==> src/rtl/pipe_ctrl.sv <==
// Pipeline hazard/exception controller: per-stage stall vector, one-cycle flush with
// PC redirect, a saturating stalled-cycle counter and a sticky consecutive-stall watchdog.
module pipe_ctrl #(
    parameter logic [31:0] EXC_VECTOR = 32'h0000_0020,
    parameter int unsigned WDOG_LIMIT = 255
) (
    input  logic        clk,
    input  logic        rst,
    input  logic        stallreq_id,
    input  logic        stallreq_ex,
    input  logic        stallreq_mem,
    input  logic [31:0] excepttype_i,
    input  logic [31:0] cp0_epc_i,
    output logic [5:0]  stall,
    output logic        flush,
    output logic [31:0] new_pc,
    output logic [31:0] stall_cnt,
    output logic        stall_timeout
);

    localparam logic [31:0] ExcEret = 32'h0000_000e;

    typedef enum logic {
        StRun,
        StFlush
    } state_e;

    state_e     state_q;
    logic [7:0] run_len_q;
    logic       enter_flush;
    logic [8:0] run_len_inc;
    logic       wdog_hit;

    // A stall request holds its own stage and everything upstream of it.
    always_comb begin
        stall = 6'b000000;
        if (!rst && state_q == StRun) begin
            if (stallreq_mem) begin
                stall = 6'b011111;
            end else if (stallreq_ex) begin
                stall = 6'b001111;
            end else if (stallreq_id) begin
                stall = 6'b000111;
            end
        end
    end

    always_comb begin
        enter_flush = (state_q == StRun) && (excepttype_i != 32'h0);
        run_len_inc = {1'b0, run_len_q} + 9'd1;
        wdog_hit    = stall[0] && ({23'h0, run_len_inc} == WDOG_LIMIT);
    end

    always_ff @(posedge clk) begin
        if (rst) begin
            state_q       <= StRun;
            flush         <= 1'b0;
            new_pc        <= 32'h0;
            stall_cnt     <= 32'h0;
            run_len_q     <= 8'h0;
            stall_timeout <= 1'b0;
        end else begin
            unique case (state_q)
                StRun: begin
                    if (enter_flush) begin
                        state_q <= StFlush;
                        flush   <= 1'b1;
                        new_pc  <= (excepttype_i == ExcEret) ? cp0_epc_i : EXC_VECTOR;
                    end
                end
                StFlush: begin
                    state_q <= StRun;
                    flush   <= 1'b0;
                end
                default: begin
                    state_q <= StRun;
                    flush   <= 1'b0;
                end
            endcase

            if (stall[0] && stall_cnt != 32'hFFFF_FFFF) begin
                stall_cnt <= stall_cnt + 32'd1;
            end

            // The run of consecutive stalls ends on any unstalled edge or a flush.
            if (!stall[0] || enter_flush) begin
                run_len_q <= 8'h0;
            end else if (run_len_q != 8'hFF) begin
                run_len_q <= run_len_inc[7:0];
            end

            if (wdog_hit) begin
                stall_timeout <= 1'b1;
            end
        end
    end

endmodule

==> config.mk <==
export PLATFORM = sky130hd
export DESIGN_NAME = pipe_ctrl
export DESIGN_NICKNAME = d
export VERILOG_FILES = /design/src/rtl/pipe_ctrl.sv
export SDC_FILE = /design/constraint.sdc
export NUM_CORES = 1
export LEC_CHECK = 0
export BUFFER_PORTS_ARGS = -buffer_cell sky130_fd_sc_hd__buf_4
export CELL_PAD_IN_SITES_DETAIL_PLACEMENT = 0
export CELL_PAD_IN_SITES_GLOBAL_PLACEMENT = 2
export CORE_ASPECT_RATIO = 1.1
export CORE_MARGIN = 3
export CORE_UTILIZATION = 25
export DETAILED_ROUTE_END_ITERATION = 12
export PLACE_DENSITY_LB_ADDON = 0.1
export SLEW_MARGIN = 20
export SYNTH_ARGS = -nofsm -noshare
export SYNTH_HDL_FRONTEND = slang
export SYNTH_SLANG_ARGS = --single-unit
==> constraint.sdc <==
create_clock -name clk -period 2.59 [get_ports clk]
set_clock_uncertainty 0.05 [all_clocks]
set_input_delay 0.3885 -clock clk [delete_from_list [all_inputs] [get_ports clk]]
set_output_delay 0.3885 -clock clk [all_outputs]
set_load 0.01 [all_outputs]
==> results by group, run 1 <==
Run status
  • Status: complete, no violations

STA
  • Slew margin rel.: 63.09%
  • # setup viols final: 0
  • Actual slew at the worst max-slew pin: 0.5499 ns
  • Final Hold Viols: 0
  • RSZ-0062 raised after global routing: no
  • Post-route clock period utilization: 78.89%
  • Max Slew Vio Count: 0
  • Final worst setup slack: 0.5468 ns
  • Max Freq: 489.4 MHz
  • Final worst path period need: 2.043 ns
  • Post-Route Setup TNS: 0 ns

Placement
  • GPL Wtd Cong: 0.7187
  • DP Area: 0.004528 mm^2
  • Pre-CTS setup slack: 0.3916 ns
  • DP Wirelength: 7783 um
  • IO Port Bufs: 139
  • Dpl cells: 636

Finish
  • Final instance area: 0.004841 mm^2
  • Core Util, Final: 38.29%
  • Layout area overhead: 49.15%
  • Inserted Diodes: 0
  • Filler cell count: 1276
  • Post-route insts no fill: 652
  • Layout cell share with drive strength beyond 1: 38.79%
  • NumNets Final: 562

Drt
  • Vias: 3113
  • DRC viols: 0
  • WL per Instance: 15.48 um
  • Final antenna-violating net count: 0
  • TritonRoute pass-1 iters: 4
  • WL final: 10100 um
  • DRT iter0 DRCs: 96
  • Vias per cell: 4.775

Yosys
  • EDFF count, synth: 0
  • Top post-synthesis cells by area: dfxtp_1 (46%), a22o_1 (8.4%), nor2_1 (3.8%)
  • Post-synth top area cell: dfxtp_1
  • Area share of the largest cell type after synthesis: 46.26%
  • Mapped Area: 0.003246 mm^2
  • Count leader, synth: dfxtp_1
  • Synth warn: 0
  • Synth cell count leaders: dfxtp_1 (75), nor2_1 (33), a22o_1 (31)
  • Sequential area share after synthesis: 46.26%
  • FF+latch count, synth: 75
  • Netlist cell types: 51
  • Fraction of registers with async set/reset: 0%
  • Avg Cell Area, Syn: 9.462 um^2
  • Post-synth top flop: dfxtp_1
  • Cells after Synth: 343
  • Post-synth net total: 415

Floorplan
  • Die Span Y: 125.5 um
  • DIE WIDTH: 114.6 um
  • Core area: 0.01264 mm^2
  • Num ports: 141
  • Initial Util: 25.67%
  • Die area: 0.01439 mm^2
  • Cell Rows: 43

Critical path
  • CP max FO: 8
  • Crit end category: flop
  • Worst Path Required: 2.77 ns
  • Crit path DAT: 2.22 ns
  • WS Path Type: reg -> reg
  • Worst setup SP type: flop

Global routing
  • First-pass GRT wire length: 16170 um
  • GRT overflow: 0
  • Initial antenna violation count: 0
  • Largest net degree at the start of global routing: 42
  • Vias in the first global route: 3089
  • Total global-route track usage: 14.22%

Run
  • # Max-Cap Violations: 0

Power and ir drop
  • Pwr/cell area: 545.0 mW/mm^2
  • Worst vdd ir: 234.0 uV
  • P_leak: 0.002041 uW

Clock tree
  • # hold bufs at CTS: 0
  • Setup Buffers After CTS: 0
  • Cts repair resizes: 0
  • CTS Buf Count: 9
  • CTS clk-pin slew, worst paths: 0.06 ns
  • Root buf cell: clkbuf_16
  • Clk buf depth: 2
  • Clock sink count: 75
  • CTS tree: done
  • Clk_lat worst skew: 0.33 ns
  • CTS H-Tree Depth: 3

Min path
  • Hold crit path type: in -> reg
==> per-layer routing <==
metal | global-route usage, % | share of wire, %
met5 | 0 | 0
met4 | 5.451 | 2.1
met3 | 6.196 | 9.2
met2 | 22.68 | 48
met1 | 16.75 | 41
==> stage by stage <==
step | hold WS [ns] | power, uW
floorplan | 0.4099 | 1242
global placement | 0.3881 | 1359
detailed placement | 0.3895 | 1361
CTS | 0.1953 | 2675
global route | 0.1973 | 2741
finish | 0.2092 | 2638
==> sequential cells by signal, indices dropped and copies added (netlist names) <==
signal         count
state_q            1
stall_timeout      1
stall_cnt         32
flush              1
new_pc            32
run_len_q          8
==> cell families (layout without fill, tap and decap cells) <==
logic type | count (synthesis) | count (layout) | synth area share [%]
AND/OR/NAND/NOR | 132 | 132 | 23.98
AO/OA/AOI/OAI | 78 | 78 | 17.46
flip-flops | 75 | 75 | 46.26
buffers and inverters | 30 | 182 | 4.009
XOR/XNOR | 15 | 15 | 4.048
multiplexers | 9 | 9 | 2.968
adder cells (fa/ha/maj) | 3 | 3 | 1.157
other | 1 | 1 | 0.1155
==> report_power, final <==
group	internal, uW	switching (uW)	leakage (uW)	total (uW)
clock	802	504	0.000152	1310
combinational	99.3	67.7	0.00128	167
sequential	1160	5.36	0.000605	1170
total	2060	577	0.00204	2640
==> worst max-delay path, stage by stage, from the launching register on <==
cell      delay [ns]
dfxtp_1         0.45
nand4_1         0.25
and4bb_2        0.38
nand4b_1        0.27
o31a_1          0.33
o21ba_2         0.20
==> area by class of cell <==
cell class              instances  area, um^2  area share (%)
clock buffers                  11       252.7           5.221
clock inverters                 5       60.06           1.241
inverters                      13       48.80           1.008
multi-input cells             238        1620           33.47
flip-flops and latches         75        1501           31.02
well taps                     157       196.4           4.058
repair buffers                153        1161           23.99
==> final timing paths <==
check	start	end	slack, ns	depth (start not counted)
max	stall_cnt[7]	stall_cnt[30]	0.55	5
min	cp0_epc_i[19]	new_pc[19]	0.21	2
max reg2reg	stall_cnt[7]	stall_cnt[30]	0.55	5
min reg2reg	flush	flush	0.40	2
==> cell usage in the layout (no fill, tap or decap), drive strengths merged, types with 2 or more instances in the layout <==
cell type	n
o21ba	2
a211oi	7
nor2	33
nor3	4
mux2i	4
a21oi	20
ha	3
xor2	4
or3	10
nor4	13
mux2	5
clkbuf	11
nand2	12
nand2b	4
a22o	31
or4	3
dfxtp	75
nor2b	5
and2	3
nand4b	4
or2	2
buf	153
nand4	16
nand3	12
and3	4
xnor2	11
inv	14
a31oi	2
o31ai	2
and4	4
o21ai	7
clkinv	2
(Power assumes the default switching activity.)
==> run 2: changes to the inputs <==
==> constraint.sdc (replaced) <==
create_clock -name clk -period 1.91 [get_ports clk]
set_clock_uncertainty 0.05 [all_clocks]
set_input_delay 0.2865 -clock clk [delete_from_list [all_inputs] [get_ports clk]]
set_output_delay 0.2865 -clock clk [all_outputs]
set_load 0.01 [all_outputs]
==> run 2 against run 1 <==
Sequential share of layout area fell by 2.3 points. Flip-flop and latch count did not move. Utilization rose by 3.5 points. Fmax rose by 12%. Clock power rose by 34%. Global-route usage rose by 0.13 points. Combinational power rose by 46%. Routed wire length rose by 1.1%. Non-clock buffer count rose by 46. Design area rose by 9.2%. Final cell count rose by 7.1%. Critical path type unchanged. Largest cell class unchanged.
==> results by group, run 2 (same netlist as run 1, synthesis figures left out) <==
Critical path
  • R2R Setup Slk: 0.09 ns
  • Crit end category: flop
  • Crit path DAT: 2.00 ns
  • Worst flop-to-flop path startpoint: stall_cnt[10]
  • Worst Path Required: 2.09 ns
  • Crit path cell chain: nand4_1, and4bb_2, nand4b_1, buf_6, o31a_1, o21ba_2
  • CP Launch Point: stall_cnt[10]
  • Critical Path End: stall_cnt[30]
  • Worst setup SP type: flop
  • CP max FO: 7
  • R2r worst-path depth: 6
  • CP top delay family: simple AND/OR/NAND/NOR gates
  • CP Buf/Inv Count: 1
  • WS Path Type: reg -> reg
  • FF-to-FF End: stall_cnt[30]
  • Worst path max stage delay: 0.38 ns
  • Worst path depth: 6
  • Slowest cell on crit path: and4bb_2

Finish
  • Commonest non-fill, non-tap cells in the layout: buf_4 (196), dfxtp_1 (64), nor2_1 (32)
  • Commonest non-fill, non-tap cell in the layout: buf_4
  • Inserted Diodes: 0
  • NumNets Final: 608
  • Layout cell share with drive strength beyond 1: 47.50%
  • Top Registers: new_pc (32), stall_cnt (32), run_len_q (8)
  • Filler cell count: 1265
  • Final instance area: 0.005285 mm^2
  • Layout area overhead: 62.84%

Drt
  • WL final: 10210 um
  • Vias: 3302
  • Vias per cell: 4.731
  • TritonRoute pass-1 iters: 4
  • DRC viols: 0
  • DRT iter0 DRCs: 111
  • Final antenna-violating net count: 0
  • WL per Instance: 14.62 um

Floorplan
  • Initial Util: 25.67%
  • Core area: 0.01264 mm^2
  • DIE WIDTH: 114.6 um
  • Num ports: 141
  • Die area: 0.01439 mm^2
  • Cell Rows: 43
  • Die Span Y: 125.5 um

Clock tree
  • CTS clk-pin slew, worst paths: 0.06 ns
  • Clk buf depth: 2
  • Clk_lat worst skew: 0.34 ns
  • CTS tree: done
  • Clock sink count: 75
  • Root buf cell: clkbuf_16
  • CTS Buf Count: 9
  • CTS H-Tree Depth: 3

Global routing
  • Vias in the first global route: 3263
  • Largest net degree at the start of global routing: 42
  • First-pass GRT wire length: 16290 um
  • GRT overflow: 0
  • Initial antenna violation count: 0
  • Total global-route track usage: 14.35%

Run status
  • Status: complete, no violations

STA
  • Final Hold Viols: 0
  • Max Freq: 548.4 MHz
  • RSZ-0062 raised after global routing: yes
  • Hold_ws: 0.1061 ns
  • # setup viols final: 0
  • Max Slew Vio Count: 0
  • Final worst path period need: 1.824 ns
  • Post-route clock period utilization: 95.48%

Run
  • # Max-Cap Violations: 0

Power and ir drop
  • Pwr/cell area: 676.8 mW/mm^2
  • Worst vdd ir: 310.4 uV
  • Total power: 3577 uW
  • P_leak: 0.002338 uW

Placement
  • DP Area: 0.004891 mm^2
  • GPL Wtd Cong: 0.7273
  • IO Port Bufs: 139
  • DP Wirelength: 7894 um

Min path
  • Hold crit path type: in -> reg
## run 2: changes by cell type in the layout (fill, tap and decap cells not counted), sizes merged
cell,previous run,this run
buf,153,199
clkbuf,11,12
clkinv,2,3
clkinvlp,1,0
inv,14,13
## run 2: repair_timing
| action | 4_1_cts | 5_1_grt |
|---|---|---|
| resized for setup | 1 | 22 |
| endpoints found under the setup margin | 1 | 17 |
| buffers inserted | 0 | 1 |
| hold buffers | 0 | 0 |
| pin swaps | 0 | 4 |
## run 2: how the worst min path moves through the flow
stage | startpoint | endpoint | slack, ns | cells after the start
3_5_place_dp | flush | flush | 0.39 | 2
2_1_floorplan | cp0_epc_i[0] | new_pc[0] | 0.36 | 1
6_report | cp0_epc_i[13] | new_pc[13] | 0.11 | 2
4_1_cts | cp0_epc_i[13] | new_pc[13] | 0.09 | 2
3_3_place_gp | flush | flush | 0.39 | 2
5_1_grt | cp0_epc_i[13] | new_pc[13] | 0.09 | 2
## run 2: power by group
| group | total [uW] | switching [uW] | internal [uW] |
|---|---|---|---|
| Clock | 1750 | 671 | 1080 |
| Sequential | 1580 | 7.03 | 1570 |
| Combinational | 244 | 96.2 | 147 |
## run 2: cell type report
class                   count  area, um^2  area share [%]
multi-input cells         238        1697           32.10
flip-flops and latches     75        1515           28.67
well taps                 157       196.4           3.717
inverters                  13       48.80          0.9233
clock inverters             4       48.80          0.9233
clock buffers              12       256.5           4.853
repair buffers            199        1523           28.81
## run 2: per-stage QoR
step,setup TNS (ns),utilization [%],worst slack (ns),instances
after floorplan,0,-,0.005463,343
after global placement,-0.03902,38.68,-0.01441,681
after detailed placement,-0.2761,38.68,-0.1084,681
after CTS,0,41.17,0.01855,697
after global routing,-0.03787,41.80,-0.02504,698
final,0,41.80,0.08640,698
## run 2: per-layer routing
metal	track usage, %	share of wire (%)	vias up
met5	0	0	-
met4	6.778	2.5	0
met3	5.227	7.7	18
met2	22.82	48	101
met1	17.04	42	1524
li1	-	-	1659
==> run 3: changes to the inputs <==
--- a/config.mk
+++ b/config.mk
@@ -11,6 +11,7 @@
 export CORE_ASPECT_RATIO = 1.1
 export CORE_MARGIN = 3
 export CORE_UTILIZATION = 25
+export CTS_BUF_LIST = sky130_fd_sc_hd__clkbuf_2
 export DETAILED_ROUTE_END_ITERATION = 12
 export PLACE_DENSITY_LB_ADDON = 0.1
 export SLEW_MARGIN = 20
==> run 3 against run 2 <==
Critical path depth is the same. Largest power group is now sequential cells. Combinational power is 30% higher. Count of clock-buffer cells in the layout shrank 2. Sequential power barely moved. Fmax fell by 3.7%. Final cell count up 5.2%. Flip-flop and latch count unchanged. Register-to-register slack lost 0.07 ns. Critical endpoint is now stall_cnt[28]. Total power decreased by 22%. Routed wire length rose by 3.1%.
==> results by group, run 3 (same netlist as run 1, synthesis figures left out) <==
Power and ir drop
  • Sw frac: 25.67%
  • Total power: 2796 uW
  • P_sw: 717.8 uW
  • P_leak: 0.002411 uW
  • Comb pwr share: 11.4%
  • Clock network power share: 32.0%
  • Pwr/cell area: 510.0 mW/mm^2
  • Register share of total power: 56.7%
  • Worst vdd ir: 236.0 uV
  • Power Internal: 2079 uW

Clock tree
  • Clock sink count: 75
  • CTS clk-pin slew, worst paths: 0.22 ns
  • CTS Buf Count: 9
  • CTS H-Tree Depth: 3
  • Clk buf depth: 2
  • Root buf cell: clkbuf_2
  • CTS tree: done
  • Clk_lat worst skew: 0.55 ns

Floorplan
  • DIE WIDTH: 114.6 um
  • Initial Util: 25.67%
  • Die area: 0.01439 mm^2
  • Num ports: 141
  • Cell Rows: 43
  • Die Span Y: 125.5 um
  • Core area: 0.01264 mm^2

Finish
  • Layout area overhead: 68.93%
  • Commonest non-fill, non-tap cells in the layout: buf_4 (198), dfxtp_1 (60), dlygate4sd3_1 (33)
  • Filler cell count: 1238
  • Layout cell share with drive strength beyond 1: 46.27%
  • Inserted Diodes: 0
  • Top Registers: new_pc (32), stall_cnt (32), run_len_q (8)
  • Commonest non-fill, non-tap cell in the layout: buf_4
  • NumNets Final: 644

Run status
  • Status: complete, no violations

Critical path
  • CP max FO: 7
  • Crit path DAT: 2.33 ns
  • FF-to-FF End: stall_cnt[28]
  • WS Path Type: reg -> reg
  • Crit end category: flop
  • Worst flop-to-flop path startpoint: stall_cnt[10]
  • Worst Path Required: 2.35 ns
  • Worst setup SP type: flop
  • R2R Setup Slk: 0.02 ns
  • R2r worst-path depth: 6

Drt
  • TritonRoute pass-1 iters: 4
  • DRC viols: 0
  • WL final: 10520 um
  • Final antenna-violating net count: 0
  • Vias: 3409
  • WL per Instance: 14.34 um
  • DRT iter0 DRCs: 91
  • Vias per cell: 4.644

Global routing
  • GRT overflow: 0
  • Total global-route track usage: 14.79%
  • Vias in the first global route: 3474
  • First-pass GRT wire length: 16960 um
  • Initial antenna violation count: 0
  • Largest net degree at the start of global routing: 42

STA
  • RSZ-0062 raised after global routing: yes
  • # setup viols final: 0
  • Max Freq: 528.3 MHz
  • Final worst path period need: 1.893 ns
  • Post-route clock period utilization: 99.11%
  • Post-Route Setup TNS: 0 ns
  • Final worst setup slack: 0.01697 ns
  • Max Slew Vio Count: 0
  • Final Hold Viols: 0

Min path
  • Hold crit path type: in -> reg
  • Min-delay src: excepttype_i[2]
  • Worst hold endpoint: state_q
  • Hold path depth: 5

Placement
  • Pre-CTS setup slack: -0.1084 ns
  • IO Port Bufs: 139
  • DP Wirelength: 7894 um
  • GPL Wtd Cong: 0.7273

Run
  • # Max-Cap Violations: 0
[run 3: cell types whose count changed in the layout (fill, tap and decap cells not counted), sizes merged]
cell,before,now
buf,199,202
clkbuf,12,10
clkinv,3,5
dlygate4sd3,0,33
[run 3: routing by layer]
| layer | GRT usage, % | wire [um] | up-vias |
|---|---|---|---|
| li1 | - | - | 1726 |
| met1 | 17.36 | 4467 | 1559 |
| met2 | 24.29 | 5043 | 104 |
| met3 | 4.405 | 716 | 20 |
| met4 | 7.338 | 297 | 0 |
| met5 | 0 | 0 | - |
[run 3: final cells by class]
class | instances | area, um^2 | share of cell area (%)
Timing Repair Buffer | 235 | 1888 | 34.44
Multi-Input combinational cell | 238 | 1720 | 31.38
Sequential cell | 75 | 1520 | 27.73
Tap cell | 157 | 196.4 | 3.583
Clock inverter | 6 | 56.30 | 1.027
Inverter | 13 | 51.30 | 0.9356
Clock buffer | 10 | 50.05 | 0.9128
[run 3: what timing repair did]
action                     in CTS  in global routing
gates resized for setup         7                 28
setup endpoints to repair      11                 26
hold endpoints to repair       34                  0
gates cloned                    0                  0
buffers inserted                2                  2
pin swaps                       0                 11
hold buffers                   33                  0
[run 3: critical path, stage by stage, from the launching register on]
cell and delay [ns]:
dfxtp_2 0.38, nand4_1 0.23, and4bb_2 0.40, nand4b_1 0.15
buf_6 0.17, or3_1 0.33, a21oi_2 0.13
[run 3: how the worst max path moves through the flow]
stage	slack, ns	startpoint	cells past startpoint	end
2_1_floorplan	0.005	stall_cnt[1]	6	stall_cnt[30]
4_1_cts	0.004	stall_cnt[10]	6	stall_cnt[28]
3_3_place_gp	-0.01	excepttype_i[25]	7	run_len_q[7]
3_5_place_dp	-0.11	excepttype_i[13]	7	run_len_q[7]
6_report	0.02	stall_cnt[10]	6	stall_cnt[28]
5_1_grt	-0.09	stall_cnt[21]	6	stall_cnt[28]
[run 3: power by group through the flow]
| stage | Sequential (uW) | Clock [uW] | Combinational, uW |
|---|---|---|---|
| detailed placement | 1610 | 0 | 246 |
| finish | 1580 | 894 | 318 |
| floorplan | 1620 | 0 | 66.3 |
| CTS | 1590 | 952 | 309 |
| global route | 1590 | 991 | 345 |
| global placement | 1610 | 0 | 243 |
[run 3: stage by stage]
step,std cells,hold slack (ns),area [um^2],utilization (%)
4_1_cts,732,0.06169,5373,42.49
3_3_place_gp,681,0.3911,4891,38.68
6_report,734,0.1287,5483,43.36
3_5_place_dp,681,0.3907,4891,38.68
2_1_floorplan,343,0.3620,3258,-
5_1_grt,734,0.1152,5483,43.36
